$ cat config.mk
export PLATFORM = sky130hd
export DESIGN_NAME = jesd204b_tx_link_seq
export DESIGN_NICKNAME = d
export VERILOG_FILES = /design/src/rtl/jesd204b_tx_link_seq.sv
export SDC_FILE = /design/constraint.sdc
export NUM_CORES = 1
export LEC_CHECK = 0
export ABC_AREA = 1
export CAP_MARGIN = 20
export CORE_MARGIN = 8
export CORE_UTILIZATION = 35
export CTS_CLUSTER_SIZE = 12
export DETAILED_ROUTE_END_ITERATION = 12
export PLACE_DENSITY = 0.56
export SLEW_MARGIN = 10
export SYNTH_ARGS = -nofsm -noshare
export SYNTH_HDL_FRONTEND = slang
export SYNTH_SLANG_ARGS = --single-unit
$ cat constraint.sdc
create_clock -name clk -period 5.5 [get_ports clk]
set_clock_uncertainty 0.2 [all_clocks]
set_input_delay 1.1 -clock clk [delete_from_list [all_inputs] [get_ports clk]]
set_output_delay 1.1 -clock clk [all_outputs]
set_load 0.03 [all_outputs]
$ cat src/rtl/jesd204b_tx_link_seq.sv
`default_nettype none
// ============================================================================
// Module   : jesd204b_tx_link_seq
// Purpose  : JESD204B transmit link-layer sequencer. Steps the lane datapath
//            through CGS, ILAS and DATA. ILAS starts only on an LMFC
//            boundary. Per-frame insertion strobes (/R/, /A/, /Q/) go to the
//            8b/10b symbol mux.
// Ports    : clk, rst_n          device clock, async active-low reset
//            i_frame_clk         1-cycle frame pulse
//            i_lmfc_clk          1-cycle LMFC pulse (coincident with a frame)
//            i_K                 frames per multiframe minus 1
//            i_sync_n            SYNC~ (clk domain), low = request sync
//            o_state             0=CGS 1=ILAS 2=DATA
//            o_send_k            K28.5 on all octets
//            o_ilas_*            ILAS progress and insertion strobes
//            o_data_en           user data enabled
//            o_align_err         sticky ILAS wrap/LMFC misalignment
//            o_resync_cnt        saturating DATA->CGS count
// Revision : 1.0 - initial release
// ============================================================================
module jesd204b_tx_link_seq #(
  parameter int ILAS_MF         = 4,
  parameter int SYNC_ERR_CYCLES = 8
) (
  input  logic       clk,
  input  logic       rst_n,
  input  logic       i_frame_clk,
  input  logic       i_lmfc_clk,
  input  logic [4:0] i_K,
  input  logic       i_sync_n,
  output logic [1:0] o_state,
  output logic       o_send_k,
  output logic       o_ilas_active,
  output logic [2:0] o_ilas_mf_idx,
  output logic       o_ilas_start_mf,
  output logic       o_ilas_end_mf,
  output logic       o_ilas_cfg,
  output logic       o_data_en,
  output logic       o_align_err,
  output logic [7:0] o_resync_cnt
);

  localparam logic [1:0] ST_CGS  = 2'd0;
  localparam logic [1:0] ST_ILAS = 2'd1;
  localparam logic [1:0] ST_DATA = 2'd2;

  localparam logic [2:0] LAST_MF   = 3'(ILAS_MF - 1);
  localparam logic [7:0] LOW_LIMIT = 8'(SYNC_ERR_CYCLES - 1);

  logic [1:0] state_q, state_d;
  logic [4:0] k_reg_q, k_reg_d;
  logic [4:0] frame_idx_q, frame_idx_d;
  logic [2:0] mf_idx_q, mf_idx_d;
  logic [7:0] low_cnt_q, low_cnt_d;
  logic       align_err_q, align_err_d;
  logic [7:0] resync_cnt_q, resync_cnt_d;

  logic send_k_q, send_k_d;
  logic ilas_active_q, ilas_active_d;
  logic start_mf_q, start_mf_d;
  logic end_mf_q, end_mf_d;
  logic cfg_q, cfg_d;
  logic data_en_q, data_en_d;

  // State and counter registers
  always_ff @(posedge clk or negedge rst_n) begin
    if (!rst_n) begin
      state_q      <= ST_CGS;
      k_reg_q      <= '0;
      frame_idx_q  <= '0;
      mf_idx_q     <= '0;
      low_cnt_q    <= '0;
      align_err_q  <= 1'b0;
      resync_cnt_q <= '0;
    end else begin
      state_q      <= state_d;
      k_reg_q      <= k_reg_d;
      frame_idx_q  <= frame_idx_d;
      mf_idx_q     <= mf_idx_d;
      low_cnt_q    <= low_cnt_d;
      align_err_q  <= align_err_d;
      resync_cnt_q <= resync_cnt_d;
    end
  end

  // Next-state and counter logic
  always_comb begin
    state_d      = state_q;
    k_reg_d      = k_reg_q;
    frame_idx_d  = frame_idx_q;
    mf_idx_d     = mf_idx_q;
    low_cnt_d    = '0;
    align_err_d  = align_err_q;
    resync_cnt_d = resync_cnt_q;
    case (state_q)
      ST_CGS: begin
        // The entry pulse itself is frame 0 of multiframe 0.
        if (i_lmfc_clk && i_sync_n) begin
          state_d     = ST_ILAS;
          k_reg_d     = i_K;
          frame_idx_d = '0;
          mf_idx_d    = '0;
        end
      end
      ST_ILAS: begin
        // SYNC~ low takes priority over any frame wrap on the same cycle.
        if (!i_sync_n) begin
          state_d     = ST_CGS;
          frame_idx_d = '0;
          mf_idx_d    = '0;
        end else if (i_frame_clk) begin
          if (frame_idx_q < k_reg_q) begin
            frame_idx_d = frame_idx_q + 5'd1;
          end else begin
            frame_idx_d = '0;
            if (!i_lmfc_clk) begin
              align_err_d = 1'b1;
            end
            if (mf_idx_q == LAST_MF) begin
              state_d  = ST_DATA;
              mf_idx_d = '0;
            end else begin
              mf_idx_d = mf_idx_q + 3'd1;
            end
          end
        end
      end
      ST_DATA: begin
        // Only a run of SYNC_ERR_CYCLES low cycles forces a resync;
        // shorter error-report pulses just reset the run length.
        if (!i_sync_n) begin
          if (low_cnt_q == LOW_LIMIT) begin
            state_d = ST_CGS;
            if (resync_cnt_q != 8'hFF) begin
              resync_cnt_d = resync_cnt_q + 8'd1;
            end
          end else begin
            low_cnt_d = low_cnt_q + 8'd1;
          end
        end
      end
      default: begin
        state_d = ST_CGS;
      end
    endcase
  end

  // Output decode from the next-state values so that the registered
  // outputs line up with the state held after the same edge.
  always_comb begin
    send_k_d      = (state_d == ST_CGS);
    ilas_active_d = (state_d == ST_ILAS);
    start_mf_d    = (state_d == ST_ILAS) && (frame_idx_d == 5'd0);
    end_mf_d      = (state_d == ST_ILAS) && (frame_idx_d == k_reg_d);
    cfg_d         = (state_d == ST_ILAS) && (mf_idx_d == 3'd1);
    data_en_d     = (state_d == ST_DATA);
  end

  always_ff @(posedge clk or negedge rst_n) begin
    if (!rst_n) begin
      send_k_q      <= 1'b1;
      ilas_active_q <= 1'b0;
      start_mf_q    <= 1'b0;
      end_mf_q      <= 1'b0;
      cfg_q         <= 1'b0;
      data_en_q     <= 1'b0;
    end else begin
      send_k_q      <= send_k_d;
      ilas_active_q <= ilas_active_d;
      start_mf_q    <= start_mf_d;
      end_mf_q      <= end_mf_d;
      cfg_q         <= cfg_d;
      data_en_q     <= data_en_d;
    end
  end

  // mf_idx is held at zero outside ILAS, so it drives the port directly.
  assign o_state         = state_q;
  assign o_send_k        = send_k_q;
  assign o_ilas_active   = ilas_active_q;
  assign o_ilas_mf_idx   = mf_idx_q;
  assign o_ilas_start_mf = start_mf_q;
  assign o_ilas_end_mf   = end_mf_q;
  assign o_ilas_cfg      = cfg_q;
  assign o_data_en       = data_en_q;
  assign o_align_err     = align_err_q;
  assign o_resync_cnt    = resync_cnt_q;

endmodule
`default_nettype wire

# Word-level counts from Yosys, hierarchy flattened
# Cells that the tools add are included.
[totals]
register_bits = 38
output_inout_bits = 20
elab_cells = 63
[classes]
n_bitwise = 3
n_eq_ne = 9
order_cmp = 1
n_mux = 24
reduce_logical = 9
add_sub_neg = 4
[op_table]
columns = ["op", "n"]
rows = [
  ["$mux 5", 6],
  ["$mux 8", 3],
  ["$add 8x1->8 const B", 2],
  ["$mux 3", 5],
  ["$mux 2", 7],
  ["$pmux 5 s2", 1],
  ["$eq 8x3->1 const B", 1],
  ["$ne 8x8->1 const B", 1],
  ["$pmux 2 s3", 1],
  ["$pmux 3 s2", 1],
  ["$add 5x1->5 const B", 1],
  ["$eq 5x5->1", 1],
  ["$logic_not 5->1", 1],
  ["$lt 5x5->1", 1],
  ["$reduce_and 5->1", 1],
  ["$eq 2x1->1 const B", 2],
  ["$eq 2x2->1 const B", 2],
  ["$logic_and 1x1->1", 4],
  ["$logic_not 2->1", 2],
  ["$reduce_and 4->1", 1],
  ["$add 3x1->3 const B", 1],
  ["$eq 3x1->1 const B", 1],
  ["$eq 3x2->1 const B", 1],
  ["$not 1->1", 3],
]

# Longest topological paths before layout
[logic_depth]
word_depth = 8
mapped_depth = 15
depth_no_buf = 15

# Least setup slack after synthesis
# No wires, ideal clock.
[synth_path]
path_kind = "input port to flip-flop"
start = "in i_frame_clk"
end = "reg end_mf_q (netlist: o_ilas_end_mf)"
slack_ns = 3.187
t_required_ns = 5.186
path_buffers = 1
t_arrival_ns = 1.999
cell_stages = 10
cell_sequence = "buf_2 nand4_1 nor2_1 nand3_1 a21boi_1 nand2_1 nand2_1 nand2_1 nand3_1 nor2_1"
[synth_via]
elab_chain_len = 5
word_cells_on_any_way = 9
cone_classes = "eq/ne: 2; mux: 6; reduce/logical: 1"
[synth_rtl]
columns = ["element", "line_no", "source"]
rows = [
  ["start, declared", "27", "input logic i_frame_clk,"],
  ["$mux 5", "111", "end else if (i_frame_clk) begin"],
  ["$mux 5", "107", "if (!i_sync_n) begin"],
  ["$pmux 5 s2", "95", "case (state_q)"],
  ["via frame_idx_d[2]", "52", "logic [4:0] frame_idx_q, frame_idx_d;"],
  ["$eq 5x5->1", "154", "end_mf_d = (state_d == ST_ILAS) && (frame_idx_d == k_reg_d);"],
  ["$logic_and 1x1->1", "154", ""],
  ["via end_mf_d", "61", "logic end_mf_q, end_mf_d;"],
  ["end signal, assigned", "171", "end_mf_q <= end_mf_d;"],
  ["end, declared", "61", ""],
]
# The timed path passes the listed nets, and every way through them passes these cells.
# A chain may end at the register's enable or synchronous reset.

# Worst setup path after layout
[layout_path]
start = "in i_sync_n"
end = "reg end_mf_q (netlist: o_ilas_end_mf)"
[layout_via]
elab_chain_len = 5
word_cells_on_any_way = 13
cone_classes = "eq/ne: 2; mux: 9; reduce/logical: 2"
[layout_rtl]
columns = ["element", "line_no", "source"]
rows = [
  ["start, declared", "30", "input logic i_sync_n,"],
  ["$logic_and 1x1->1", "98", "if (i_lmfc_clk && i_sync_n) begin"],
  ["$mux 5", "98", ""],
  ["$mux 5", "95", ""],
  ["via k_reg_d[1]", "51", "logic [4:0] k_reg_q, k_reg_d;"],
  ["$eq 5x5->1", "154", ""],
  ["$logic_and 1x1->1", "154", ""],
  ["via end_mf_d", "61", ""],
]
# The timed path passes the listed nets, and every way through them passes these cells.

==> results.json <==
{
  "status": "finished clean",
  "routed_wirelength_mm": 4.57,
  "crit_type": "in2reg",
  "crit_path_end_kind": "register",
  "cts_resized": 0,
  "rows": 28,
  "timing.slew.headroom_pct": 42.5,
  "max_freq_mhz": 355,
  "postCtsSetupBuffers": 0,
  "cts_buffers": 5,
  "grt_pass1_wl_mm": 7.96,
  "grt_max_degree": 39,
  "cp_max_fo": 12,
  "clk-insertion-delay-late_ps": 290,
  "drt-initial-drc-count": 77,
  "dr.pass1.iters": 4,
  "synth_seq_cells": 38,
  "grt_use_total_pct": 11.6,
  "num_vias": 1657,
  "max-vdd-ir-drop_mv": 0.153,
  "placeableCoreArea_um2": 5820,
  "cts_tree": "built",
  "yosysUniqueCellTypes": 34,
  "cp.required_ps": 5520,
  "antenna_found_initial": 0,
  "syn_nets": 266,
  "routedWlPerCell_um": 12.8,
  "routed_via_density": 4.65,
  "avgSynthCellArea_um2": 8.36,
  "clock-sinks": 38,
  "slew_viol_final": 0,
  "arrival_ps": 2840,
  "postRouteAntennaNets": 0,
  "clockBufferDepth": 2,
  "yosysSeqAreaShare_pct": 45.9,
  "ctsHoldBuffers": 0,
  "hp-class": "reg2reg",
  "setup_tns_ps": 0,
  "grt_setup_unrepaired": "no",
  "syn2layout_area_growth_pct": 21.1,
  "die_w_um": 93.0,
  "cts.clk_slew.worst_paths_ps": 70,
  "syn_inst": 248,
  "hold_violations": 0,
  "tightest_slew_ps": 862,
  "instances_no_fill": 356,
  "num_io_pins": 30,
  "fin_hold_ws_ps": 262,
  "ctsHtreeMaxLevel": 2,
  "setup_viol": 0,
  "grt_pass1_vias": 1696,
  "synth_area_um2": 2070,
  "finalCritPeriodShare_pct": 51.2,
  "yosysWarningCount": 0,
  "power_density_nw_per_um2": 264,
  "overflow": 0,
  "cap_violations": 0,
  "port_buffers": 29,
  "ctsRootBufferMaster": "clkbuf_8",
  "diodes": 0,
  "dieArea_um2": 8640,
  "hpwl_mm": 3.55,
  "finish.net_count": 299,
  "fin_crit_ps": 2820,
  "fp.dieH_um": 93.0,
  "async_flop_share_pct": 100,
  "drive_above_1_share_pct": 10.3,
  "start_kind": "input port",
  "drc": 0,
  "initial_core_util_pct": 35.6,
  "place.gp.congestion": 0.828,
  "synth_edf_count": 0,
  "ys.flop_type": "dfrtp_1",
  "p_leak_nw": 1.25,
  "dpl.cell_count": 349
}
## cell usage after synthesis, types with 2 or more instances
cell	instances	area, um2
o21bai_1	2	15.0
nand2_2	4	25.0
inv_2	3	11.3
xnor2_1	3	26.3
nand2_1	56	210
nand3_2	3	30.0
o21ai_0	11	55.1
dfrtp_1	37	926
buf_2	2	10.0
nand3_1	18	90.1
ha_1	8	100
inv_1	35	131
nor3_2	2	20.0
a21oi_1	5	25.0
nor2_1	21	78.8
nand4_1	8	50.1
xor2_1	6	52.6
mux2_2	2	22.5
nor3_1	6	30.0
nor2_4	2	22.5
## flip-flops by register name, summed over array words and instances (netlist names)
register         cells
low_cnt_q            8
o_resync_cnt         8
frame_idx_q          5
k_reg_q              5
o_ilas_mf_idx        3
o_state              2
o_align_err          1
o_data_en            1
o_ilas_active        1
o_ilas_cfg           1
o_ilas_end_mf        1
o_ilas_start_mf      1
o_send_k             1
## metal layers
metal / GRT usage, % / routed length [um]
met1: 14.0 / 2150
met2: 19.0 / 2160
met3: 3.32 / 190
met4: 4.83 / 74
met5: 0 / 0
## layout make-up
class | instances | area (um2)
Clock inverter | 2 | 10.0
Tap cell | 75 | 93.8
Multi-Input combinational cell | 169 | 957
Inverter | 38 | 143
Fill cell | 621 | 3310
Sequential cell | 38 | 952
Timing Repair Buffer | 29 | 285
Clock buffer | 5 | 68.8
## cells in the final DEF, fill, tap and decap left out, types with 3 or more instances in the layout
cell              n
nand3_1          18
inv_1            35
dfrtp_1          37
o21ai_0          11
clkdlybuf4s50_1  28
nand2_1          56
ha_1              8
nand3_2           3
a21oi_1           5
xor2_1            6
nor2_1           21
clkbuf_8          5
nor3_1            6
nand4_1           8
nand2_2           4
xnor2_1           3
inv_2             3
## worst max-delay path, stage by stage
cell	delay, ps
clkdlybuf4s50_1	660
nand3_2	290
o21ai_0	290
inv_1	90
nand3_1	90
nand3_1	80
nor2_1	90
nand2_1	60
nor2_1	100
## power by group
part	leakage (nW)	total, mW	internal, mW	switching [mW]
clock network	0.0438	0.183	0.0851	0.0974
logic	0.706	0.161	0.0590	0.102
registers	0.504	0.319	0.304	0.0146
## kinds of logic after synthesis
kind of cell    synth area share, %
mux                            1.09
compound gates                 6.70
simple gates                   29.8
buf+inv                        7.91
xor+xnor                       3.80
fa+ha+maj                      4.83
flops                          45.9
## final timing paths
kind,endpoint,cells after the start,slack (ps),startpoint
worst max-delay path,o_ilas_end_mf,9,2680,i_sync_n
worst min-delay path,low_cnt_q[0],1,260,low_cnt_q[0]
worst max register to register,o_ilas_cfg,11,3340,frame_idx_q[3]
worst min register to register,low_cnt_q[0],1,260,low_cnt_q[0]
max in group asynchronous,o_ilas_mf_idx[0],1,3840,rst_n
min in group asynchronous,o_resync_cnt[4],1,720,rst_n
## through the flow
step           area [um2]  setup WS [ps]  util (%)  total power [mW]
3_5_place_dp         2430           2380      41.8             0.488
3_3_place_gp         2430           2470      41.8             0.487
5_1_grt              2510           2530      43.2             0.709
6_report             2510           2680      43.2             0.662
2_1_floorplan        2070           3190         -             0.431
4_1_cts              2510           2680      43.2             0.675
Power figures use the tool's default switching activity.
